<file path="config.mk">
export PLATFORM = sky130hd
export DESIGN_NAME = rf_write_arbiter
export DESIGN_NICKNAME = d
export VERILOG_FILES = /design/src/rtl/rf_arb_pkg.sv /design/src/rtl/rf_wr_fifo.sv /design/src/rtl/rf_write_arbiter.sv
export SDC_FILE = /design/constraint.sdc
export NUM_CORES = 1
export LEC_CHECK = 0
export ABC_CLOCK_PERIOD_IN_PS = 3300
export CAP_MARGIN = 10
export CORE_MARGIN = 2
export CORE_UTILIZATION = 45
export CTS_CLUSTER_SIZE = 8
export DETAILED_ROUTE_END_ITERATION = 12
export GPL_ROUTABILITY_DRIVEN = 0
export PLACE_DENSITY = 0.85
export SYNTH_ARGS = -nofsm -noshare
export SYNTH_HDL_FRONTEND = slang
export SYNTH_HIERARCHICAL = 1
export SYNTH_SLANG_ARGS = --single-unit
export TNS_END_PERCENT = 5
</file>
<file path="constraint.sdc">
create_clock -name i_clk -period 3.3 [get_ports i_clk]
set_clock_uncertainty 0.2 [all_clocks]
set_input_delay 0.66 -clock i_clk [delete_from_list [all_inputs] [get_ports i_clk]]
set_output_delay 0.66 -clock i_clk [all_outputs]
set_load 0.03 [all_outputs]
</file>
<file path="src/rtl/rf_arb_pkg.sv">
// Shared types and constants for the register-file write-port arbiter.
package rf_arb_pkg;

    localparam int ADDRESS_WIDTH = 5;
    localparam int DATA_WIDTH    = 32;
    localparam logic [ADDRESS_WIDTH-1:0] REG_ZERO = '0;

    typedef struct packed {
        logic [ADDRESS_WIDTH-1:0] addr;
        logic [DATA_WIDTH-1:0]    data;
    } wr_req_t;

    typedef enum logic [1:0] {
        GNT_NONE,
        GNT_WB,
        GNT_MC,
        GNT_KILL
    } grant_e;

endpackage

</file>
<file path="src/rtl/rf_wr_fifo.sv">
// Circular write queue for multi-cycle results. Each entry carries a live bit
// that a younger WB write to the same register can clear (kill-by-address),
// plus two address match ports used to flag pending source registers.
module rf_wr_fifo
    import rf_arb_pkg::*;
#(
    parameter int DEPTH = 2
) (
    input  logic                     i_clk,
    input  logic                     i_rst_n,
    input  logic                     i_push,
    input  wr_req_t                  i_push_req,
    input  logic                     i_pop,
    input  logic                     i_kill,
    input  logic [ADDRESS_WIDTH-1:0] i_kill_addr,
    input  logic [ADDRESS_WIDTH-1:0] i_match0_addr,
    input  logic [ADDRESS_WIDTH-1:0] i_match1_addr,
    output wr_req_t                  o_head,
    output logic                     o_head_live,
    output logic [$clog2(DEPTH):0]   o_count,
    output logic                     o_match0,
    output logic                     o_match1
);

    localparam int PW = $clog2(DEPTH);
    localparam int CW = PW + 1;

    wr_req_t          r_mem [DEPTH];
    logic [DEPTH-1:0] r_live;
    logic [PW-1:0]    r_wr_ptr;
    logic [PW-1:0]    r_rd_ptr;
    logic [CW-1:0]    r_count;
    logic [DEPTH-1:0] w_live_nxt;

    // Storage for queued writes; contents only matter while counted.
    always_ff @(posedge i_clk) begin
        if (i_push) r_mem[r_wr_ptr] <= i_push_req;
    end

    // Kill applies to already-registered entries only, so the push is folded in last.
    always_comb begin
        w_live_nxt = r_live;
        if (i_kill) begin
            for (int i = 0; i < DEPTH; i++) begin
                if (r_mem[i].addr == i_kill_addr) w_live_nxt[i] = 1'b0;
            end
        end
        if (i_pop)  w_live_nxt[r_rd_ptr] = 1'b0;
        if (i_push) w_live_nxt[r_wr_ptr] = 1'b1;
    end

    // Pointers wrap naturally since DEPTH is a power of two.
    always_ff @(posedge i_clk or negedge i_rst_n) begin
        if (!i_rst_n) begin
            r_live   <= '0;
            r_wr_ptr <= '0;
            r_rd_ptr <= '0;
            r_count  <= '0;
        end else begin
            r_live   <= w_live_nxt;
            r_wr_ptr <= r_wr_ptr + PW'(i_push);
            r_rd_ptr <= r_rd_ptr + PW'(i_pop);
            r_count  <= r_count + CW'(i_push) - CW'(i_pop);
        end
    end

    // Source-register match against live entries; x0 is never pending.
    always_comb begin
        o_match0 = 1'b0;
        o_match1 = 1'b0;
        for (int i = 0; i < DEPTH; i++) begin
            if (r_live[i] && r_mem[i].addr == i_match0_addr) o_match0 = 1'b1;
            if (r_live[i] && r_mem[i].addr == i_match1_addr) o_match1 = 1'b1;
        end
        if (i_match0_addr == REG_ZERO) o_match0 = 1'b0;
        if (i_match1_addr == REG_ZERO) o_match1 = 1'b0;
    end

    assign o_head      = r_mem[r_rd_ptr];
    assign o_head_live = r_live[r_rd_ptr];
    assign o_count     = r_count;

endmodule

</file>
<file path="src/rtl/rf_write_arbiter.sv">
// Arbitrates the register file's single write port between pipeline
// writeback (priority) and a queue of multi-cycle results, with a starvation
// counter that forces the queue head through after repeated losses.
module rf_write_arbiter
    import rf_arb_pkg::*;
#(
    parameter int FIFO_DEPTH   = 2,
    parameter int STARVE_LIMIT = 4
) (
    input  logic                     i_clk,
    input  logic                     i_rst_n,
    input  logic                     i_wb_we,
    input  logic [ADDRESS_WIDTH-1:0] i_wb_addr,
    input  logic [DATA_WIDTH-1:0]    i_wb_data,
    output logic                     o_wb_stall,
    input  logic                     i_mc_valid,
    output logic                     o_mc_ready,
    input  logic [ADDRESS_WIDTH-1:0] i_mc_addr,
    input  logic [DATA_WIDTH-1:0]    i_mc_data,
    input  logic [ADDRESS_WIDTH-1:0] i_rs1_addr,
    input  logic [ADDRESS_WIDTH-1:0] i_rs2_addr,
    output logic                     o_rs1_busy,
    output logic                     o_rs2_busy,
    output logic                     o_rf_we3,
    output logic [ADDRESS_WIDTH-1:0] o_rf_ad3,
    output logic [DATA_WIDTH-1:0]    o_rf_wd3,
    output logic                     o_pending
);

    localparam int CW = $clog2(FIFO_DEPTH) + 1;
    localparam int SW = $clog2(STARVE_LIMIT + 1);

    logic [SW-1:0] r_starve;
    grant_e        w_grant;
    wr_req_t       w_head;
    wr_req_t       w_push_req;
    logic          w_head_live;
    logic [CW-1:0] w_count;
    logic          w_fifo_ne;
    logic          w_wb_req;
    logic          w_mc_ready;
    logic          w_push;
    logic          w_pop;
    logic          w_kill;
    logic          w_match1;
    logic          w_match2;

    assign w_fifo_ne  = (w_count != '0);
    assign w_wb_req   = i_wb_we && (i_wb_addr != REG_ZERO);
    assign w_mc_ready = i_rst_n && (w_count < CW'(FIFO_DEPTH));
    // x0 results complete the handshake but are dropped instead of queued.
    assign w_push     = i_mc_valid && w_mc_ready && (i_mc_addr != REG_ZERO);
    assign w_push_req = '{addr: i_mc_addr, data: i_mc_data};
    assign w_pop      = (w_grant == GNT_MC) || (w_grant == GNT_KILL);
    assign w_kill     = (w_grant == GNT_WB);

    rf_wr_fifo #(
        .DEPTH (FIFO_DEPTH)
    ) u_fifo (
        .i_clk         (i_clk),
        .i_rst_n       (i_rst_n),
        .i_push        (w_push),
        .i_push_req    (w_push_req),
        .i_pop         (w_pop),
        .i_kill        (w_kill),
        .i_kill_addr   (i_wb_addr),
        .i_match0_addr (i_rs1_addr),
        .i_match1_addr (i_rs2_addr),
        .o_head        (w_head),
        .o_head_live   (w_head_live),
        .o_count       (w_count),
        .o_match0      (w_match1),
        .o_match1      (w_match2)
    );

    // Priority: starved head, then WB, then head; a killed head still consumes the port.
    always_comb begin
        w_grant = GNT_NONE;
        if (i_rst_n) begin
            if (w_fifo_ne && r_starve == SW'(STARVE_LIMIT)) begin
                w_grant = w_head_live ? GNT_MC : GNT_KILL;
            end else if (w_wb_req) begin
                w_grant = GNT_WB;
            end else if (w_fifo_ne) begin
                w_grant = w_head_live ? GNT_MC : GNT_KILL;
            end
        end
    end

    // Drive the write port from the winner; idle and killed slots write nothing.
    always_comb begin
        o_rf_we3 = 1'b0;
        o_rf_ad3 = '0;
        o_rf_wd3 = '0;
        case (w_grant)
            GNT_WB: begin
                o_rf_we3 = 1'b1;
                o_rf_ad3 = i_wb_addr;
                o_rf_wd3 = i_wb_data;
            end
            GNT_MC: begin
                o_rf_we3 = 1'b1;
                o_rf_ad3 = w_head.addr;
                o_rf_wd3 = w_head.data;
            end
            default: ;
        endcase
    end

    // Count consecutive head losses to WB; cleared whenever the head moves or the queue empties.
    always_ff @(posedge i_clk or negedge i_rst_n) begin
        if (!i_rst_n) begin
            r_starve <= '0;
        end else if (!w_fifo_ne || w_pop) begin
            r_starve <= '0;
        end else if (w_grant == GNT_WB && r_starve != SW'(STARVE_LIMIT)) begin
            r_starve <= r_starve + 1'b1;
        end
    end

    assign o_wb_stall = i_rst_n && w_wb_req && (w_grant != GNT_WB);
    assign o_mc_ready = w_mc_ready;
    assign o_rs1_busy = i_rst_n && w_match1;
    assign o_rs2_busy = i_rst_n && w_match2;
    assign o_pending  = i_rst_n && w_fifo_ne;

endmodule

</file>
After elaboration in Yosys (flattened, before gate mapping). Memories as Yosys holds them, arrays and structs flattened. Cells that the tools add are included.

Register bits: 9. Memories kept: 1. Input bits: 88. Word-level logic and storage cells: 87. RAM bits: 74.

Memory list: u_fifo.r_mem (depth 2, width 37, read ports 3, clocked after Yosys merged registers in 0, wr ports 1, line rf_wr_fifo.sv:28) `wr_req_t r_mem [DEPTH];`.

Equal/unequal tests: 12. Multiplexer cells: 29. Magnitude comparators: 5. $add $sub $neg: 5. Reduce and logical (&&, ||, !) cells: 27. Bitwise gates (word level): 3.

Operators with widths (count): $pmux 32 s2 (1); $eq 5x5->1 (6); $logic_and 1x1->1 (17); $mux 1 (16); $mux 2 (7); $logic_not 5->1 (2); $pmux 5 s2 (1); $reduce_bool 5->1 (2); $mux 3 (2); $eq 2x2->1 const B (2); $lt 1x2->1 const B (2); $reduce_bool 2->1 (2); $add 3x1->3 const B (1); $eq 3x3->1 const B (1); $ne 3x3->1 const B (1); $add 1x1->1 (2); $add 2x1->2 (1); $and 2x2->2 (1); $demux 1 s1 (2); $eq 2x1->1 const B (1); $ge 1x1->1 const B (2); $logic_or 1x1->1 (2); $lt 2x2->1 const B (1); $ne 2x1->1 const B (1); other kinds (5) (5).

Logic depth before layout (Yosys ltp). Gate-level depths: netlist of run 1.

Depth after elaboration: 13. Gate-level depth with buffers: 12. Depth with buffers taken out: 12.

By module. The synthesis of run 1 kept the hierarchy.

Modules (own cells, without submodules): rf_wr_fifo (cells each 185, times used 1, area each 3304.4 sq um); rf_write_arbiter (cells each 128, times used 1, area each 810.8 sq um).

Least setup slack after synthesis of run 1. Ideal clock, no wire load.

Path type: input port to output port. Start: input i_wb_addr[0]. End: output o_wb_stall. Path buffers: 1. Data arrival time: 2.621 ns. Path slack: -0.181 ns. Cell stages on the path: 6. Path through: or4_4 nor2_4 o32ai_1 ha_1 clkbuf_1 nor3_1.

Longest elaborated chain between the ends: 7. Elaborated cells on any way between the ends: 8.

RTL lines: from (decl) (line rf_write_arbiter.sv:13) `input logic [ADDRESS_WIDTH-1:0] i_wb_addr,`; $reduce_bool 5->1 * (line rf_write_arbiter.sv:49) `assign w_wb_req = i_wb_we && (i_wb_addr != REG_ZERO);`; $logic_and 1x1->1 * (line rf_write_arbiter.sv:49); $mux 2 (line rf_write_arbiter.sv:82) `end else if (w_wb_req) begin`; $mux 2 (line rf_write_arbiter.sv:80) `if (w_fifo_ne && r_starve == SW'(STARVE_LIMIT)) begin`; $mux 2 (line rf_write_arbiter.sv:79) `if (i_rst_n) begin`; $ne 2x1->1 (line rf_write_arbiter.sv:121) `assign o_wb_stall = i_rst_n && w_wb_req && (w_grant != GNT_WB);`; $logic_and 1x1->1 * (line rf_write_arbiter.sv:121); to (decl) (line rf_write_arbiter.sv:15) `output logic o_wb_stall,`.

Mark *: on every way between the ends. The rest lies on a longest branch, timed or not.

Worst setup path in the final report of run 1.
Start: input i_wb_addr[4]. End: output o_rf_wd3[14].

Longest elaborated chain between the ends: 7. Elaborated cells on any way between the ends: 8.

RTL lines: $reduce_bool 5->1 (line rf_write_arbiter.sv:49); $logic_and 1x1->1 (line rf_write_arbiter.sv:49); $mux 2 (line rf_write_arbiter.sv:82); $mux 2 (line rf_write_arbiter.sv:80); $mux 2 (line rf_write_arbiter.sv:79); $eq 2x1->1; via w_kill (line rf_write_arbiter.sv:44) `logic w_kill;`; $pmux 32 s2 (line rf_write_arbiter.sv:95) `case (w_grant)`; to (decl) (line rf_write_arbiter.sv:26) `output logic [DATA_WIDTH-1:0] o_rf_wd3,`.

The timed path passes the listed nets, and every way through them passes these cells.

==> impl_metrics.tcl, run 1 <==
set metrics [dict create \
    status "finished with violations" \
    violations "setup timing" \
    insertion_delay_ns 0.35 \
    yosysTopAreaCellShare_pct 54.0 \
    crit_fanout 8 \
    arrival_ns 2.62 \
    wl_met3_um 803 \
    path_class "primary input to primary output" \
    area_growth_pct 50.9 \
    via_count 3234 \
    cp-end-kind "primary output" \
    avgRoutedWirePerCell_um 18.4 \
    tritoncts "built" \
    fin_crit_sh_pct 105 \
    synthTopCellsByArea "edfxtp_1 (54%), mux2_2 (10%), a22oi_1 (6.7%), dfrtp_1 (5.5%), xor2_1 (5.3%)" \
    antenna_found_initial 0 \
    drt_iter0_markers 146 \
    fin_util_pct 70.5 \
    synthCells 313 \
    post-route-drc-count 0 \
    max_freq_mhz 287 \
    cts.sinks 83 \
    relSlewSlack_pct 62.7 \
    placed_area_um2 5750 \
    numCtsBuffers 9 \
    drt-total-wl_um 10800 \
    vdd_drop_max_uv 352 \
    fp.dieW_um 99.6 \
    via_per_inst 5.48 \
    min_path_type "primary input to async pin" \
    design_area_um2 6210 \
    slowest_delay_ns 0.53 \
    synth_warnings 6 \
    synthArstFlopShare_pct 10.8 \
    fin_nets 574 \
    drive_above_1_share_pct 33.8 \
    cts_max_level 3 \
    antenna_cells 0 \
    clk_pin_slew_ns 0.09 \
    dp_cells 565 \
    path_cells "buf_6 > or4_4 > nor2_4 > buf_6 > o32ai_2 > ha_2 > buf_6 > buf_12 > a22oi_2 > nor2_1 > buf_4" \
    tightest_slew_ns 0.560 \
    cp_num_buf_inv 5 \
    grt_pass1_vias 3385 \
    grt_use_total_pct 22.1 \
    top_layer "met4" \
    p_leak_nw 2.35 \
    drv_slew 0 \
    setup_ws_ns -0.179 \
    layout.cells.most_common "clkdlybuf4s50_1" \
    required_ns 2.44 \
    ant_nets 0 \
    dpl.hpwl_um 7670 \
    wl_met1_um 4440 \
    maxCapViolCount 0 \
    cts-root-buf "clkbuf_8" \
    tns_ns -4.29 \
    synth_edf_count 74 \
    crit_slowest_cell "or4_4" \
    ys_types 33 \
    synth_area_um2 4120 \
    crit_top_cell "buf_6" \
    cts.path.max_buffers 2 \
    synth_top_area_cell "edfxtp_1" \
    grt_pass1_wl_um 16900 \
    rsz0062_at_grt "yes" \
    gr-total-overflow 0 \
    fin_crit_ns 3.48 \
    die-area_um2 9930 \
    grt_max_degree 41 \
    wl_met2_um 5450 \
    p_per_area_nw_per_um2 682 \
    hold_viol_final 0 \
    ios 131 \
    core_area_um2 8810 \
    initial_utilization_pct 46.7 \
    ys_seq_area_share_pct 59.5 \
    portBuffers 130 \
    crit_path_start_kind "primary input" \
    setup_viol 39 \
    holdBufCountCts 0 \
    rows 34 \
    most-common-layout-cells "clkdlybuf4s50_1 (81), edfxtp_1 (74), buf_4 (59), nor2_1 (40), mux2_2 (38)" \
    instances_no_fill 590 \
    synth-main-ff-cell "edfxtp_1" \
    critPathTopFamily "simple AND/OR/NAND/NOR gates" \
    ys_ff_latch 83 \
    avgSynthCellArea_um2 13.1 \
    drt_first_pass_iters 4 \
    timing.hold.ws_ns 0.266 \
    synth_nets 410 \
    die_h_um 99.6 \
]
-- power by group --
part,total [mW],internal (mW),switching [mW],leakage (nW)
clock,0.818,0.433,0.385,0.112
combinational,2.04,0.958,1.08,1.45
sequential,1.38,1.30,0.0781,0.783
total,4.24,2.69,1.54,2.35
-- routing by layer --
metal	vias to the layer above	global-route usage, %
li1	1501	-
met1	1576	26.6
met2	144	38.8
met3	13	5.13
met4	0	8.01
met5	-	0
-- sequential cells by signal (all words and copies together) (netlist names) --
name,flops
u_fifo/r_mem,74
r_starve,3
u_fifo/o_count,2
u_fifo/r_live,2
u_fifo/r_rd_ptr,1
u_fifo/r_wr_ptr,1
-- cell type report --
class	instances	area, µm²
fillers	586	2590
flip-flops and latches	83	2450
repair buffers	169	1710
multi-input cells	207	1670
well taps	108	135
clock buffers	9	124
clock inverters	7	98.8
inverters	7	26.3
-- synth_stat cells, types with 2 or more instances --
cell       n
a32o_1     2
nor2b_1    2
xor2_1    25
clkbuf_1   4
dfrtp_1    9
nor3_1     3
edfxtp_1  74
ha_1       9
inv_1      7
nand2b_1   2
nor4_1     6
buf_2     10
mux2_2    38
nand3_1    6
buf_1      2
nor2_1    44
a21oi_1    4
xnor2_1    9
a22oi_1   37
and2_1     2
or4_1      2
nand2_1    5
-- final timing paths --
| path | startpoint | slack, ns | endpoint | cells after the start |
|---|---|---|---|---|
| min in group i_clk | u_fifo/r_wr_ptr | 0.37 | u_fifo/r_live[1] | 1 |
| hold reg to reg | u_fifo/r_wr_ptr | 0.37 | u_fifo/r_live[1] | 1 |
| max in group asynchronous | i_rst_n | 2.40 | u_fifo/o_count[0] | 3 |
| setup reg to reg | u_fifo/o_count[1] | 0.31 | u_fifo/o_count[1] | 11 |
| hold / removal | i_rst_n | 0.27 | u_fifo/r_rd_ptr | 2 |
| setup / recovery | i_wb_addr[4] | -0.18 | o_rf_wd3[14] | 11 |
-- kinds of logic after synthesis --
group	count (synthesis)	share of synthesized area [%]
DFF	83	59.5
and+or+nand+nor	77	8.85
AOI/OAI and AO/OA	48	8.67
muxes	39	10.6
xor gates and xnor gates	34	7.24
buffers and inverters	23	2.40
adders and majority gates	9	2.74
-- what timing repair did --
action | 4_1_cts | 5_1_grt
setup endpoints to repair | 39 | 39
cloned | 1 | 1
pin swaps | 12 | 4
resized for setup | 53 | 0
buffers inserted | 6 | 1
-- through the flow --
stage	setup WS (ns)	total power, mW
global placement	-0.426	3.24
floorplan	-0.124	2.52
global route	-0.247	4.43
detailed placement	-0.528	3.30
CTS	-0.135	4.25
finish	-0.179	4.24
-- worst reg2reg max path: stages (launching register included) --
cell	delay, ns
dfrtp_1	0.42
nor2_1	0.33
nor2_1	0.15
o32a_1	0.39
ha_4	0.23
buf_6	0.15
or2_1	0.24
ha_1	0.28
inv_1	0.04
ha_1	0.17
xnor2_1	0.18
xnor2_1	0.13
(Power assumes the default switching activity.)
==> run 2: changes to the inputs <==
CORE_MARGIN = 4   (was 2)
==> run 2 against run 1 <==
Compared with the run above: the flow still finishes with violations (setup timing); die area is 8.2% higher; critical path depth stayed put; design area is 1.2% lower; wire length is 1.1% higher; hold slack worse by 0.0061 ns; sequential share of layout area is 0.47 points higher; critical endpoint is now o_rf_wd3[20]; register-to-register slack better by 0.05 ns; largest cell class unchanged; power is 1.3% lower; utilization is 0.84 points lower.
==> impl_metrics.tcl, run 2 (same netlist as run 1, synthesis figures left out) <==
set metrics [dict create \
    layout.cells.most_common "clkdlybuf4s50_1" \
    ios 131 \
    grt_pass1_wl_um 17300 \
    cts-root-buf "clkbuf_8" \
    numCtsBuffers 9 \
    cts.sinks 83 \
    p_leak_nw 2.33 \
    min_path_type "primary input to async pin" \
    crit_fanout 9 \
    drt-total-wl_um 11000 \
    reg2reg_depth 13 \
    crit_path_start_kind "primary input" \
    maxCapViolCount 0 \
    ant_nets 0 \
    via_count 3213 \
    dp_cells 564 \
    cts_max_level 3 \
    p_per_area_nw_per_um2 681 \
    clk_pin_slew_ns 0.08 \
    area_growth_pct 49.1 \
    fin_nets 571 \
    cts.path.max_buffers 2 \
    via_per_inst 5.47 \
    fin_crit_ns 3.41 \
    status "finished with violations" \
    post-place-ws_ns -0.525 \
    rsz0062_at_grt "yes" \
    grt_use_total_pct 20.5 \
    max_freq_mhz 293 \
    portBuffers 130 \
    instances_no_fill 587 \
    grt_max_degree 41 \
    setup_viol 38 \
    r2r-end "u_fifo/o_count[1]" \
    antenna_found_initial 0 \
    drv_slew 0 \
    core_area_um2 8810 \
    required_ns 2.44 \
    rows 34 \
    rrSetupSlack_ns 0.36 \
    antenna_cells 0 \
    setup_ws_ns -0.110 \
    path_class "primary input to primary output" \
    reg2reg_from "r_starve[0]" \
    holdBufCountCts 0 \
    arrival_ns 2.55 \
    hold_viol_final 0 \
    dpl.hpwl_um 7980 \
    tightest_slew_ns 0.533 \
    tritoncts "built" \
    fillCellCount 589 \
    cp-end-kind "primary output" \
    drt_first_pass_iters 4 \
    startpoint "i_wb_addr[2]" \
    die_h_um 104 \
    timing.hold.ws_ns 0.260 \
    most-common-layout-cells "clkdlybuf4s50_1 (80), edfxtp_1 (74), buf_4 (62), nor2_1 (44), mux2_2 (38)" \
    cp-endpoint "o_rf_wd3[20]" \
    fp.dieW_um 104 \
    largest_reg_flops 74 \
    grt_pass1_vias 3400 \
    insertion_delay_ns 0.34 \
    drive_above_1_share_pct 33.0 \
    post-route-drc-count 0 \
    drt_iter0_markers 124 \
    die-area_um2 10700 \
    initial_utilization_pct 46.7 \
    p_total_mw 4.18 \
    vdd_drop_max_uv 473 \
    violations "setup timing" \
    gr-total-overflow 0 \
    avgRoutedWirePerCell_um 18.7 \
    largestRegisters "u_fifo/r_mem x74, r_starve x3" \
    fin_crit_sh_pct 103 \
    regMostFlops "u_fifo/r_mem" \
    relSlewSlack_pct 64.5 \
    tns_ns -1.69 \
]
-- run 2: metal layers --
| layer | vias up | track usage [%] | part of all wire (%) |
|---|---|---|---|
| met5 | - | 0 | 0 |
| met4 | 0 | 8.07 | 2.4 |
| met3 | 24 | 6.16 | 8.1 |
| met2 | 153 | 36.1 | 51 |
| met1 | 1540 | 23.3 | 38 |
| li1 | 1496 | - | - |
-- run 2: layout make-up --
type	instances	area, µm²	area share (%)
sequential	83	2450	39.9
multi-input combinational	207	1660	27.0
timing repair buffer	166	1650	26.8
tap	108	135	2.20
clock buffer	9	124	2.02
clock inverter	7	98.8	1.61
inverter	7	26.3	0.428
-- run 2: worst min path at each step --
stage | startpoint | endpoint | cells past startpoint
floorplan | i_rst_n | r_starve[0] | 0
global placement | u_fifo/r_wr_ptr | u_fifo/r_live[1] | 1
detailed placement | u_fifo/r_wr_ptr | u_fifo/r_live[1] | 1
CTS | i_rst_n | r_starve[1] | 2
global route | i_rst_n | r_starve[2] | 2
finish | i_rst_n | r_starve[2] | 2
-- run 2: metrics by stage --
stage          area (µm²)  utilization, %
2_1_floorplan        4120               -
6_report             6140            69.7
3_5_place_dp         5740            65.2
4_1_cts              6130            69.6
3_3_place_gp         5740            65.2
5_1_grt              6140            69.7
-- run 2: critical path: stages --
cell	delay, ns
buf_6	0.09
or4_4	0.53
nor2_4	0.17
buf_4	0.14
o21ai_2	0.06
ha_2	0.22
buf_6	0.14
buf_6	0.14
a22oi_2	0.15
nor2_1	0.07
buf_4	0.17
-- run 2: where the power goes --
part           switching (mW)  internal [mW]  leakage [nW]
logic                    1.06          0.933          1.43
clock network           0.377          0.432         0.112
registers              0.0764           1.30         0.783
-- run 2: repair_timing --
action,CTS,global route
resized for setup,37,4
pin swaps,12,7
setup buffers,3,3
hold endpoints to repair,0,0
cloned,2,0
endpoints found under the setup margin,39,39
==> run 3: changes to the inputs <==
RECOVER_POWER = 50   (was default)
==> run 3 against run 2 <==
Compared with the run above: the flow still finishes with violations (setup timing); sequential power is essentially flat; sequential cell count is the same; clock-buffer cell count is the same; critical path depth is the same; die area is the same; non-clock buffer count is the same.
==> impl_metrics.tcl, run 3 (same netlist as run 1, synthesis figures left out) <==
set metrics [dict create \
    path_class "primary input to primary output" \
    portBuffers 130 \
    fillCellCount 594 \
    via_count 3219 \
    max_freq_mhz 294 \
    gr-total-overflow 0 \
    maxCapViolCount 0 \
    timing.hold.ws_ns 0.250 \
    post-route-drc-count 0 \
    crit_path_start_kind "primary input" \
    layout.cells.most_common "edfxtp_1" \
    clk_pin_slew_ns 0.08 \
    regMostFlops "u_fifo/r_mem" \
    setup_ws_ns -0.106 \
    seqCellArea_um2 2450 \
    grt_use_total_pct 20.5 \
    placed_area_um2 5740 \
    status "finished with violations" \
    fin_nets 571 \
    grt_max_degree 41 \
    holdBufCountCts 0 \
    setup_viol 37 \
    insertion_delay_ns 0.35 \
    tns_ns -1.53 \
    grt_pass1_wl_um 17300 \
    rsz0062_at_grt "yes" \
    reg2reg_depth 13 \
    drt_first_pass_iters 4 \
    design_area_um2 6130 \
    cts.sinks 83 \
    tightest_slew_ns 0.532 \
    rows 34 \
    vdd_drop_max_uv 473 \
    ant_nets 0 \
    drt_iter0_markers 134 \
    crit_fanout 9 \
    p_leak_nw 2.33 \
    largestRegisters "u_fifo/r_mem x74, r_starve x3" \
    drive_above_1_share_pct 32.2 \
    drv_slew 0 \
    initial_utilization_pct 46.7 \
    cts-root-buf "clkbuf_8" \
    tritoncts "built" \
    cp-end-kind "primary output" \
    die_h_um 104 \
    avgRoutedWirePerCell_um 18.5 \
    required_ns 2.44 \
    area_growth_pct 48.9 \
    min_path_type "primary input to async pin" \
    multi_input_area_um2 1660 \
    dpl.hpwl_um 7980 \
    arrival_ns 2.55 \
    violations "setup timing" \
    cts.path.max_buffers 2 \
    die-area_um2 10700 \
    fp.dieW_um 104 \
    ios 131 \
    via_per_inst 5.47 \
    p_per_area_nw_per_um2 680 \
    cts_max_level 3 \
    largest_reg_flops 74 \
    core_area_um2 8810 \
    hold_viol_final 0 \
    most-common-layout-cells "edfxtp_1 (74), buf_4 (59), nor2_1 (44), clkdlybuf4s50_1 (43), mux2_2 (38)" \
    antenna_found_initial 2 \
    numCtsBuffers 9 \
    fin_crit_sh_pct 103 \
    drt-total-wl_um 10900 \
    relSlewSlack_pct 64.5 \
    grt_pass1_vias 3400 \
    fin_crit_ns 3.41 \
]
## run 3: cell count changes in the layout (fill, tap and decap cells not counted), sizes merged
| cell | previous run | this run |
|---|---|---|
| diode | 0 | 2 |
| clkbuf | 10 | 13 |
| clkdlybuf4s50 | 80 | 43 |
| dlygate4sd3 | 0 | 37 |
| buf | 82 | 79 |
## run 3: stage by stage
step	setup WS, ns	util (%)	total power, mW	std cells
after global routing	-0.178	69.6	4.38	589
after CTS	-0.0943	69.6	4.20	585
after floorplan	-0.124	-	2.52	313
after detailed placement	-0.525	65.2	3.28	564
final	-0.106	69.6	4.17	589
after global placement	-0.396	65.2	3.22	564
## run 3: final cells by class
type	count	area share [%]
diodes	2	0.0817
clock buffers	9	2.02
clock inverters	7	1.61
inverters	7	0.429
multi-input cells	207	27.0
flip-flops and latches	83	40.0
well taps	108	2.20
repair buffers	166	26.7
## run 3: timing repair
action / CTS / global route
setup endpoints to repair: 39 / 39
gates cloned: 2 / 0
pin swaps: 12 / 7
setup buffers: 3 / 3
gates resized for setup: 37 / 4
## run 3: worst max-delay path: stages
cell and delay [ns]:
buf_6 0.09, or4_4 0.53, nor2_4 0.16, buf_4 0.14, o21ai_2 0.06, ha_2 0.22
buf_6 0.14, buf_6 0.14, a22oi_2 0.15, nor2_1 0.07, buf_4 0.17
## run 3: path summary, 6_finish.rpt
| check | from | endpoint | slack (ns) |
|---|---|---|---|
| min in group i_clk | u_fifo/r_wr_ptr | u_fifo/r_live[1] | 0.35 |
| max reg2reg | r_starve[0] | u_fifo/o_count[1] | 0.37 |
| min | i_rst_n | r_starve[2] | 0.25 |
| min reg2reg | u_fifo/r_wr_ptr | u_fifo/r_live[1] | 0.35 |
| max in group asynchronous | i_rst_n | u_fifo/r_rd_ptr | 2.22 |
| max | i_wb_addr[2] | o_rf_wd3[20] | -0.11 |
## run 3: where the power goes
part           total, mW  internal (mW)  switching, mW
clock network      0.808          0.432          0.376
logic               1.98          0.921           1.06
registers           1.38           1.30         0.0759
total               4.17           2.65           1.51
## run 3: layer usage
layer	vias to the layer above	track usage (%)	wire length, µm
li1	1498	-	-
met4	0	8.07	249
met3	21	6.16	891
met2	145	36.1	5670
met1	1555	23.3	4110
met5	-	0	0
